<file path="src/rtl/mem_stage_pipe.sv">
// Memory stage: byte/half/word loads and stores over a variable-latency memory port,
// result held in an output register for WB. Optional build macro: MEM_ALIGN_CHECK_EN.
module mem_stage_pipe #(
    parameter int ADDR_W  = 32,
    parameter int SIDE_W  = 96,
    parameter int REGNO_W = 5
) (
    input  logic               clk,
    input  logic               reset,

    input  logic               in_valid,
    output logic               in_ready,
    input  logic [3:0]         in_op,
    input  logic [ADDR_W-1:0]  in_addr,
    input  logic [31:0]        in_wdata,
    input  logic [REGNO_W-1:0] in_rd,
    input  logic               in_wr_reg,
    input  logic [SIDE_W-1:0]  in_side,

    output logic               mem_req_valid,
    input  logic               mem_req_ready,
    output logic               mem_req_we,
    output logic [ADDR_W-1:0]  mem_req_addr,
    output logic [31:0]        mem_req_wdata,
    output logic [3:0]         mem_req_be,
    input  logic               mem_rsp_valid,
    input  logic [31:0]        mem_rsp_rdata,

    output logic               out_valid,
    input  logic               out_ready,
    output logic [31:0]        out_result,
    output logic [REGNO_W-1:0] out_rd,
    output logic               out_wr_reg,
    output logic [SIDE_W-1:0]  out_side,
    output logic               out_misalign,

    output logic [REGNO_W-1:0] fwd_rd,
    output logic               fwd_load_busy
);

    typedef enum logic [1:0] {IDLE, REQ, WAIT} state_t;

    localparam logic [3:0] OP_LB  = 4'd1;
    localparam logic [3:0] OP_LH  = 4'd2;
    localparam logic [3:0] OP_LW  = 4'd3;
    localparam logic [3:0] OP_LBU = 4'd4;
    localparam logic [3:0] OP_LHU = 4'd5;
    localparam logic [3:0] OP_SB  = 4'd9;
    localparam logic [3:0] OP_SH  = 4'd10;
    localparam logic [3:0] OP_SW  = 4'd11;

    function automatic logic op_is_load(input logic [3:0] op);
        return (op == OP_LB) || (op == OP_LH) || (op == OP_LW) ||
               (op == OP_LBU) || (op == OP_LHU);
    endfunction

    function automatic logic op_is_store(input logic [3:0] op);
        return (op == OP_SB) || (op == OP_SH) || (op == OP_SW);
    endfunction

    function automatic logic op_is_byte(input logic [3:0] op);
        return (op == OP_LB) || (op == OP_LBU) || (op == OP_SB);
    endfunction

    function automatic logic op_is_half(input logic [3:0] op);
        return (op == OP_LH) || (op == OP_LHU) || (op == OP_SH);
    endfunction

    // Byte lane of the access: halfwords snap to addr[1], words always use lane 0,
    // so low address bits never matter when alignment is not enforced.
    function automatic logic [1:0] lane_of(input logic [3:0] op, input logic [1:0] lo);
        if (op_is_byte(op))
            return lo;
        else if (op_is_half(op))
            return {lo[1], 1'b0};
        else
            return 2'b00;
    endfunction

    function automatic logic [3:0] be_of(input logic [3:0] op, input logic [1:0] lane);
        if (!op_is_store(op))
            return 4'b1111;
        else if (op_is_byte(op))
            return 4'b0001 << lane;
        else if (op_is_half(op))
            return 4'b0011 << lane;
        else
            return 4'b1111;
    endfunction

    function automatic logic [31:0] wdata_of(input logic [3:0] op, input logic [31:0] d);
        if (op_is_byte(op))
            return {4{d[7:0]}};
        else if (op_is_half(op))
            return {2{d[15:0]}};
        else
            return d;
    endfunction

    function automatic logic [31:0] extend(input logic [3:0] op, input logic [31:0] word,
                                           input logic [1:0] lane);
        logic [31:0] s;
        s = word >> {lane, 3'b000};
        case (op)
            OP_LB:   return {{24{s[7]}}, s[7:0]};
            OP_LBU:  return {24'd0, s[7:0]};
            OP_LH:   return {{16{s[15]}}, s[15:0]};
            OP_LHU:  return {16'd0, s[15:0]};
            default: return s;
        endcase
    endfunction

    state_t              state_reg;
    logic [3:0]          op_reg;
    logic [ADDR_W-1:0]   addr_reg;
    logic [1:0]          lane_reg;
    logic [REGNO_W-1:0]  rd_reg;
    logic                wr_reg_reg;
    logic [SIDE_W-1:0]   side_reg;

    logic                accept;
    logic                in_is_load;
    logic                in_is_store;
    logic                in_misaligned;
    logic [1:0]          in_lane;

    assign in_ready    = (state_reg == IDLE) && (!out_valid || out_ready);
    assign accept      = in_valid && in_ready;
    assign in_is_load  = op_is_load(in_op);
    assign in_is_store = op_is_store(in_op);
    assign in_lane     = lane_of(in_op, in_addr[1:0]);

`ifdef MEM_ALIGN_CHECK_EN
    assign in_misaligned = (op_is_half(in_op) && in_addr[0]) ||
                           ((in_op == OP_LW || in_op == OP_SW) && (in_addr[1:0] != 2'b00));
`else
    assign in_misaligned = 1'b0;
`endif

    always_ff @(posedge clk or negedge reset) begin
        if (!reset) begin
            state_reg     <= IDLE;
            op_reg        <= '0;
            addr_reg      <= '0;
            lane_reg      <= '0;
            rd_reg        <= '0;
            wr_reg_reg    <= 1'b0;
            side_reg      <= '0;
            mem_req_valid <= 1'b0;
            mem_req_we    <= 1'b0;
            mem_req_addr  <= '0;
            mem_req_wdata <= '0;
            mem_req_be    <= '0;
            out_valid     <= 1'b0;
            out_result    <= '0;
            out_rd        <= '0;
            out_wr_reg    <= 1'b0;
            out_side      <= '0;
            out_misalign  <= 1'b0;
            fwd_rd        <= '0;
            fwd_load_busy <= 1'b0;
        end else begin
            // Drain first; any write below in the same cycle takes priority.
            if (out_valid && out_ready)
                out_valid <= 1'b0;

            case (state_reg)
                IDLE: begin
                    if (accept) begin
                        if (!in_is_load && !in_is_store) begin
                            out_valid    <= 1'b1;
                            out_result   <= 32'(in_addr);
                            out_rd       <= in_rd;
                            out_wr_reg   <= in_wr_reg;
                            out_side     <= in_side;
                            out_misalign <= 1'b0;
                        end else if (in_misaligned) begin
                            out_valid    <= 1'b1;
                            out_result   <= 32'(in_addr);
                            out_rd       <= in_rd;
                            out_wr_reg   <= 1'b0;
                            out_side     <= in_side;
                            out_misalign <= 1'b1;
                        end else begin
                            op_reg        <= in_op;
                            addr_reg      <= in_addr;
                            lane_reg      <= in_lane;
                            rd_reg        <= in_rd;
                            wr_reg_reg    <= in_wr_reg;
                            side_reg      <= in_side;
                            mem_req_valid <= 1'b1;
                            mem_req_we    <= in_is_store;
                            mem_req_addr  <= {in_addr[ADDR_W-1:2], 2'b00};
                            mem_req_wdata <= wdata_of(in_op, in_wdata);
                            mem_req_be    <= be_of(in_op, in_lane);
                            if (in_is_load)
                                fwd_rd <= in_rd;
                            fwd_load_busy <= in_is_load && in_wr_reg;
                            state_reg     <= REQ;
                        end
                    end
                end
                REQ: begin
                    if (mem_req_ready) begin
                        mem_req_valid <= 1'b0;
                        if (op_is_store(op_reg)) begin
                            out_valid    <= 1'b1;
                            out_result   <= 32'(addr_reg);
                            out_rd       <= rd_reg;
                            out_wr_reg   <= wr_reg_reg;
                            out_side     <= side_reg;
                            out_misalign <= 1'b0;
                            state_reg    <= IDLE;
                        end else begin
                            state_reg <= WAIT;
                        end
                    end
                end
                WAIT: begin
                    if (mem_rsp_valid) begin
                        out_valid     <= 1'b1;
                        out_result    <= extend(op_reg, mem_rsp_rdata, lane_reg);
                        out_rd        <= rd_reg;
                        out_wr_reg    <= wr_reg_reg;
                        out_side      <= side_reg;
                        out_misalign  <= 1'b0;
                        fwd_load_busy <= 1'b0;
                        state_reg     <= IDLE;
                    end
                end
                default: begin
                    state_reg <= IDLE;
                end
            endcase
        end
    end

endmodule

</file>
<file path="config.mk">
export PLATFORM = sky130hd
export DESIGN_NAME = mem_stage_pipe
export DESIGN_NICKNAME = d
export VERILOG_FILES = /design/src/rtl/mem_stage_pipe.sv
export SDC_FILE = /design/constraint.sdc
export NUM_CORES = 1
export LEC_CHECK = 0
export BUFFER_PORTS_ARGS = -buffer_cell sky130_fd_sc_hd__buf_2
export CAP_MARGIN = 10
export CELL_PAD_IN_SITES_DETAIL_PLACEMENT = 1
export CELL_PAD_IN_SITES_GLOBAL_PLACEMENT = 1
export CORE_MARGIN = 8
export CORE_UTILIZATION = 40
export CTS_BUF_LIST = sky130_fd_sc_hd__clkbuf_4 sky130_fd_sc_hd__clkbuf_8
export DETAILED_ROUTE_END_ITERATION = 6
export PLACE_DENSITY_LB_ADDON = 0.1
export SLEW_MARGIN = 10
export SYNTH_ARGS = -nofsm -noshare
export SYNTH_HDL_FRONTEND = slang
export SYNTH_SLANG_ARGS = --single-unit
</file>
<file path="constraint.sdc">
create_clock -name clk -period 2.6 [get_ports clk]
set_input_delay 0.26 -clock clk [delete_from_list [all_inputs] [get_ports clk]]
set_output_delay 0.26 -clock clk [all_outputs]
set_load 0.1 [all_outputs]
</file>
Word-level counts from Yosys, hierarchy flattened. Index checks and enable logic that the tools add are counted.

Register bits: 352. Input port bits: 208. Output and inout bits: 213.

Eq/ne operators: 23. Shifts and indexed selects: 3. Mux-type cells: 58. Bitwise logic cells: 1. Reductions and logical operators: 31.

Operators with widths (number): $mux 96 (5); $pmux 96 s3 (1); $mux 32 (7); $pmux 32 s4 (1); $pmux 32 s3 (1); $shr 32x5->32 (1); $mux 5 (5); $eq 4x4->1 const B (6); $mux 1 (21); $eq 4x3->1 const B (4); $reduce_and 4->1 (4); $pmux 5 s3 (1); $mux 2 (7); $logic_or 1x1->1 (13); $eq 4x2->1 const B (3); $mux 4 (3); $ne 2x2->1 const B (5); $pmux 1 s3 (3); $eq 4x1->1 const B (2); $pmux 2 s3 (1); $reduce_and 6->1 (1); $logic_and 1x1->1 (5); $pmux 1 s2 (2); $reduce_bool 2->1 (2); 10 further kinds (12).

Depth between registers and ports, before layout. Gate-level depths: netlist (run 1).

Depth after elaboration: 10. Depth in mapped cells: 12. Mapped depth without buffers: 7.

Worst setup path after synthesis (run 1). Ideal clock, no wire load.

Path kind: flip-flop to flip-flop. Start point: reg out_valid. End point: reg out_rd[1]. Library setup time: 0.132 ns. Data arrival time: 2.302 ns. Slack: 0.165 ns. Stages on the path, launching flop included: 10. Path through: dfrtp_1 > nand2b_1 > o2111ai_2 > a2111o_1 > buf_2 > buf_6 > buf_6 > buf_6 > nand2_1 > o21ai_1.

Longest elaborated chain between the ends: 6.

Ends and longest elaborated chain: start, declared (RTL line 29) `output logic out_valid,`; start signal, assigned (RTL line 154) `out_valid <= 1'b0;`; start signal, assigned (RTL line 165) `out_valid <= 1'b0;`; start signal, assigned (RTL line 171) `out_valid <= 1'b1;`; $logic_not 1->1 (RTL line 127) `assign in_ready = (state_reg == IDLE) && (!out_valid || out_ready);`; $logic_or 1x1->1 (RTL line 127); $logic_and 1x1->1 (RTL line 127); $logic_and 1x1->1 (RTL line 128) `assign accept = in_valid && in_ready;`; $ne 2x2->1 (no line); $reduce_and 6->1 (no line); end signal, assigned (RTL line 173) `out_rd <= in_rd;`; end signal, assigned (RTL line 180) `out_rd <= in_rd;`; end signal, assigned (RTL line 209) `out_rd <= rd_reg;`; end, declared (RTL line 32) `output logic [REGNO_W-1:0] out_rd,`.

Every way passes these cells. A chain may end at the register's enable or synchronous reset.

Final worst setup path (run 1).
Start point: reg state_reg[0]. End point: reg out_side[56].

Longest elaborated chain between the ends: 5. Elaborated cells between the ends (all ways): 13. Classes of those cells: eq/ne (7); mux (1); reduce/logical (5).

Ends and longest elaborated chain: start, declared (RTL line 113) `state_t state_reg;`; start signal, assigned (RTL line 142) `state_reg <= IDLE;`; start signal, assigned (RTL line 199) `state_reg <= REQ;`; start signal, assigned (RTL line 213) `state_reg <= IDLE;`; $logic_not 2->1 (RTL line 127, 167); $logic_and 1x1->1 (RTL line 127); $logic_and 1x1->1 (RTL line 128); $ne 2x2->1 (no line); $reduce_and 6->1 (no line); end signal, assigned (RTL line 175) `out_side <= in_side;`; end signal, assigned (RTL line 182) `out_side <= in_side;`; end signal, assigned (RTL line 211) `out_side <= side_reg;`; end, declared (RTL line 34) `output logic [SIDE_W-1:0] out_side,`.

Several ways; a longest one is shown, not always the timed one.

==> impl_metrics.csv, run 1 <==
group,metric,value,unit
layout,nets,2374,
sta,worst_pin_slew,0.739,ns
die,io_pins,421,
sta,finalWorstSetupSlack,0.119,ns
place,place_ws,0.107,ns
clock_network,clock-sinks,321,
min_path,min_path_cells,4,
sta,setup_violations,0,
synth,ys_top_cells_by_area,"dfrtp_1 54%, nand2_1 15%, mux2i_1 9.5%, o21ai_0 3.7%, o21ai_1 2.1%",
layout,drive_gt1_share,26.9,%
drt,vias,13900,
synth,synth_seq_area_share,53.5,%
synth,synth.distinct_cells,56,
critical_path,r2r_cells,7,
sta,final_max_slew_viol_count,0,
job,drv_cap,0,
outcome,status,"completed",
synth,yosys.area_share.simple,19.3,%
drt,route.detailed.drc,0,
synth,synth_area_per_cell,9.25,um^2
min_path,min_to,"out_result[29]",
critical_path,crit_slowest_cell,"a2111o_2",
sta,max_freq,403,MHz
die,dieArea,44000,um^2
clock_network,clkTransAtPathRegs,0.06,ns
drt,routed_wl,57700,um
critical_path,cp.depth,7,
drt,routedWlPerCell,21.5,um
clock_network,clk_latency,0.66,ns
drt,drt_iter0_markers,657,
layout,final_common_cell,"nand2_1",
clock_network,cts_tree,"yes",
critical_path,r2r_start,"state_reg[0]",
clock_network,cts_max_path_buffers,3,
sta,layout_min_cycle_time,2.48,ns
critical_path,cp_max_fo,91,
critical_path,critPathLaunchType,"register",
clock_network,cts_htree_levels,2,
layout,fill_cells,4323,
drt,ant_nets,0,
sta,grt_setup_unrepaired,"false",
global_routing,antenna_found_initial,5,
global_routing,grt_pass1_wl,89400,um
die,start_util,40.2,%
die,rows,71,
synth,syn-cell-area,15000,um^2
die,die_x,210,um
critical_path,cp.required,3.07,ns
global_routing,grt-ovfl-total,0,
global_routing,grt_pass1_vias,15300,
layout,final_cell_mix,"614 x nand2_1, 416 x buf_2, 321 x dfrtp_1, 164 x dlygate4sd3_1, 142 x mux2i_1",
critical_path,path_cells,"inv_1, ha_4, o2111ai_2, a2111o_2, buf_16, nand2_1, o21ai_0",
place,dp_hpwl,38200,um
sta,skew,0.0509,ns
synth,synth-xor-area-share,0.0584,%
sta,max-slew-margin-rel,50.4,%
synth,yosysTopAreaCell,"dfrtp_1",
critical_path,end_kind,"register",
sta,hold_viol_final,0,
critical_path,r2r-end,"out_side[56]",
critical_path,crit_arrival,2.95,ns
drt,viasPerCell,5.18,
global_routing,grt_max_degree,183,
place,post-place-cells,2412,
synth,synth_seq_cells,321,
critical_path,critPathMaxStageDelay,0.65,ns
die,core-area,37300,um^2
synth,synth_ff_type,"dfrtp_1",
layout,layout.cells.non_filler,2682,
global_routing,grt.total_usage,25.7,%
synth,async_reset_ff_share,100,%
synth,synth_enable_flop_cells,0,
critical_path,path_delay_family,"compound AO/OA/AOI/OAI gates",
min_path,hold_start,"mem_rsp_rdata[29]",
synth,muxShareOfSynthArea,10.1,%
place,io_buffers,417,
clock_network,cts_made_buffers,57,
layout,final_util,54.7,%
critical_path,critPathKind,"reg -> reg",
clock_network,cts_setup_buffers,0,
sta,post-route-period-util,95.4,%
place,routabilityCongestion,0.845,
die,die_h,210,um
synth,synth_top_area_share,53.5,%
synth,synthAdderAreaFrac,0.334,%
synth,synthCells,1622,
critical_path,rrSetupSlack,0.12,ns
drt,dr.pass1.iters,4,
clock_network,cts-root-buf,"clkbuf_8",
synth,synth_top_family_by_area,"simple AND/OR/NAND/NOR gates",
min_path,worstHoldPathType,"in -> reg",
synth,synth_compound_area_share,11.2,%
critical_path,crit_buf_inv,2,
layout,synthToLayoutAreaGrowth,36.0,%
synth,yosysWarnings,0,
sta,setup_tns,0,ns
## stage by stage
stage	area, um^2	hold WS [ns]
after floorplan	15000	-0.0356
after global placement	17400	0.291
after detailed placement	17400	0.293
after CTS	20400	0.0147
after global routing	20400	0.0476
final	20400	0.0650
## worst max-delay path by stage
stage,to,slack [ns],from
final,out_side[56],0.12,state_reg[0]
after global routing,out_side[56],0.04,state_reg[0]
after CTS,out_side[65],0.07,state_reg[1]
after detailed placement,out_side[38],0.11,state_reg[1]
after global placement,out_side[47],0.29,state_reg[1]
after floorplan,out_rd[1],0.17,out_valid
## worst register-to-register path: stages (launching register included)
cell and delay [ns]:
dfrtp_1 0.40, inv_1 0.15, ha_4 0.25, o2111ai_2 0.19
a2111o_2 0.65, buf_16 0.25, nand2_1 0.27, o21ai_0 0.12
## synth_stat cells (7+ instances only)
library cell  number
nor3_1            18
o311ai_0           7
a21o_1            11
o21ai_1           63
a2bb2oi_1          7
inv_1              7
a211oi_1          15
a21oi_1           23
a311oi_2           8
nor2_1            42
buf_2             18
and2_1             9
a311oi_1           8
buf_6             11
dfrtp_1          321
clkbuf_1          72
mux2i_1          142
buf_4             37
o21ai_0          112
nor2b_1           11
nand2_1          614
## kinds of logic after synthesis
| kind of cell | Yosys count |
|---|---|
| XOR/XNOR | 1 |
| other | 1 |
| AO/OA/AOI/OAI | 273 |
| buffers and inverters | 151 |
| flip-flops | 321 |
| adder cells (fa/ha/maj) | 4 |
| AND/OR/NAND/NOR | 722 |
| multiplexers | 149 |
## layout make-up
type | instances | area [um^2] | share of cell area (%)
Antenna cell | 4 | 10.0 | 0.0491
Multi-Input combinational cell | 1152 | 6210 | 30.4
Clock buffer | 92 | 1190 | 5.84
Sequential cell | 321 | 8030 | 39.4
Timing Repair Buffer | 623 | 4240 | 20.8
Tap cell | 474 | 593 | 2.91
Clock inverter | 9 | 100 | 0.491
Inverter | 7 | 26.3 | 0.129
## repair_timing
| action | in CTS | in global routing |
|---|---|---|
| hold buffers | 164 | 0 |
| endpoints found under the setup margin | 0 | 66 |
| hold endpoints to repair | 361 | 0 |
| gates resized for setup | 0 | 1 |
## metal layers
metal	GRT usage, %	part of all wire (%)	up-vias	routed length, um
li1	-	-	6426	-
met1	32.0	42	6934	24300
met2	42.0	48	421	27600
met3	6.91	6.2	119	3570
met4	10.4	3.8	4	2200
met5	0	0.047	-	27
Power of run 1 is not shown: default switching activity piles up to over one toggle a cycle in this logic, so the estimate is an artifact.
==> inputs of run 2 (changes only) <==
ABC_AREA = 1   (was unset)
CAP_MARGIN = 20   (was 10)
CELL_PAD_IN_SITES_DETAIL_PLACEMENT = unset   (was 1)
CELL_PAD_IN_SITES_GLOBAL_PLACEMENT = unset   (was 1)
CORE_UTILIZATION = 54   (was 40)
PLACE_DENSITY = 0.82   (was unset)
PLACE_DENSITY_LB_ADDON = unset   (was 0.1)
==> impl_metrics.csv, run 2 <==
group,metric,value,unit
layout,synthToLayoutAreaGrowth,32.1,%
sta,setup_violations,0,
die,io_pins,421,
synth,async_reset_ff_share,100,%
place,dpl_cell_area,17100,um^2
die,die_h,183,um
sta,max_freq,418,MHz
sta,skew,0.0306,ns
sta,layout_min_cycle_time,2.39,ns
min_path,worstHoldPathType,"in -> reg",
clock_network,clk_latency,0.59,ns
drt,routed_wl,55300,um
synth,yosysTopAreaCell,"dfrtp_1",
synth,yosysWarnings,0,
min_path,min_path_cells,3,
place,post-place-cells,2588,
critical_path,end_kind,"register",
critical_path,critPathLaunchType,"register",
clock_network,clock-sinks,321,
place,dp_hpwl,33700,um
clock_network,cts_setup_buffers,0,
synth,synth_area_per_cell,7.82,um^2
critical_path,cp_max_fo,74,
sta,setup_tns,0,ns
die,start_util,54.4,%
synth,synth_top_area_share,53.6,%
clock_network,cts_htree_levels,2,
critical_path,cp.required,3.10,ns
sta,post-route-period-util,92.0,%
die,die_x,183,um
drt,drt_iter0_markers,1939,
drt,route.detailed.drc,0,
global_routing,grt.total_usage,32.4,%
clock_network,cts-root-buf,"clkbuf_8",
sta,max-slew-margin-rel,48.0,%
drt,routedWlPerCell,19.4,um
layout,final_util,71.8,%
global_routing,grt_pass1_vias,16000,
layout,drive_gt1_share,22.8,%
global_routing,grt_max_degree,143,
place,routabilityCongestion,0.942,
layout,final_common_cell,"nand2_1",
drt,ant_nets,0,
place,io_buffers,417,
outcome,status,"completed",
synth,synth_ff_type,"dfrtp_1",
sta,final_max_slew_viol_count,0,
synth,synth_seq_cells,321,
drt,viasPerCell,5.62,
global_routing,grt-ovfl-total,0,
critical_path,r2r_cells,10,
layout,nets,2640,
layout,final_cell_mix,"850 x nand2_1, 416 x buf_2, 321 x dfrtp_1, 176 x nor2_1, 165 x dlygate4sd3_1",
drt,vias,16000,
global_routing,grt_pass1_wl,86900,um
die,core-area,27600,um^2
synth,syn-cell-area,15000,um^2
clock_network,cts_tree,"yes",
sta,hold_viol_final,0,
die,dieArea,33300,um^2
synth,synth.distinct_cells,28,
synth,synth_seq_area_share,53.6,%
synth,synth_most_common_cell,"nand2_1",
synth,synthCells,1915,
global_routing,antenna_found_initial,3,
synth,ys_top_cells_by_area,"dfrtp_1 54%, nand2_1 21%, a31oi_1 4.6%, nor2_1 4.4%, a21oi_1 2.5%",
sta,grt_setup_unrepaired,"false",
die,rows,61,
layout,layout.cells.non_filler,2841,
clock_network,cts_max_path_buffers,3,
critical_path,critPathKind,"reg -> reg",
clock_network,cts_made_buffers,51,
job,drv_cap,0,
synth,synth_common_cells,"850 x nand2_1, 321 x dfrtp_1, 176 x nor2_1",
critical_path,crit_arrival,2.89,ns
layout,fin_area,19800,um^2
drt,dr.pass1.iters,7,
sta,worst_pin_slew,0.780,ns
clock_network,clkTransAtPathRegs,0.07,ns
synth,synth_enable_flop_cells,0,
==> run 2: cell types whose count changed in the layout (fill, tap and decap cells not counted), moves of 15 or more <==
cell,before,now
nand2_1,614,850
a21oi_1,23,76
a211oi_1,15,0
nand3_1,2,41
mux2i_1,142,0
o21ai_0,112,76
clkbuf_8,80,63
inv_1,7,52
o21ai_1,63,2
nor3_1,18,0
a31oi_1,1,110
nor2_1,41,176
==> run 2: through the flow <==
step | hold WS (ns) | setup WS, ns
floorplan | -0.0356 | 0.0321
global placement | 0.281 | 0.462
detailed placement | 0.285 | 0.363
CTS | 0.00295 | 0.220
global route | 0.0391 | 0.0546
finish | 0.0336 | 0.209
==> run 2: final timing paths <==
check / start / endpoint / slack (ns)
max: state_reg[0] / out_side[0] / 0.21
min: in_op[0] / op_reg[0] / 0.03
min in group asynchronous: reset / addr_reg[31] / 0.25
min reg2reg: side_reg[94] / side_reg[94] / 0.48
max reg2reg: state_reg[0] / out_side[0] / 0.21
max in group asynchronous: reset / side_reg[65] / 1.50
==> run 2: cell families (layout without fill, tap and decap cells) <==
logic type	count (synthesis)	after routing	share of synthesized area [%]
AND/OR/NAND/NOR	1088	1088	28.1
flip-flops	321	321	53.6
AO/OA/AOI/OAI	286	286	10.8
buffers and inverters	215	759	7.19
adder cells (fa/ha/maj)	4	4	0.334
other	1	5	0.0250
==> run 2: layer usage <==
metal  up-vias  GRT usage (%)  wire length (um)
met3       259           8.39              5850
met4         2           18.0              3330
li1       7089              -                 -
met1      7480           39.0             19900
met5         -              0                13
met2      1142           52.4             26100
==> run 2: area by class of cell <==
cell class / count / area, um^2
Tap cell: 378 / 473
Antenna cell: 2 / 5.00
Timing Repair Buffer: 610 / 4100
Sequential cell: 321 / 8030
Clock buffer: 74 / 950
Inverter: 63 / 251
Fill cell: 1975 / 7760
Multi-Input combinational cell: 1381 / 5910
Clock inverter: 12 / 77.6
==> run 2: worst max-delay path, stage by stage, from the launching register on <==
cell	delay (ns)
dfrtp_1	0.38
inv_1	0.11
ha_1	0.23
nand2_1	0.11
nand2_1	0.06
nor2_1	0.12
nand3_2	0.10
nor2_4	0.18
buf_4	0.61
nor2_1	0.17
a31oi_1	0.22
==> run 2: what timing repair did <==
item / 4_1_cts / 5_1_grt
hold buffers: 165 / 0
gates resized for setup: 0 / 2
endpoints found under the hold margin: 350 / 0
setup endpoints to repair: 0 / 1
Power of run 2 is left out for the same reason.
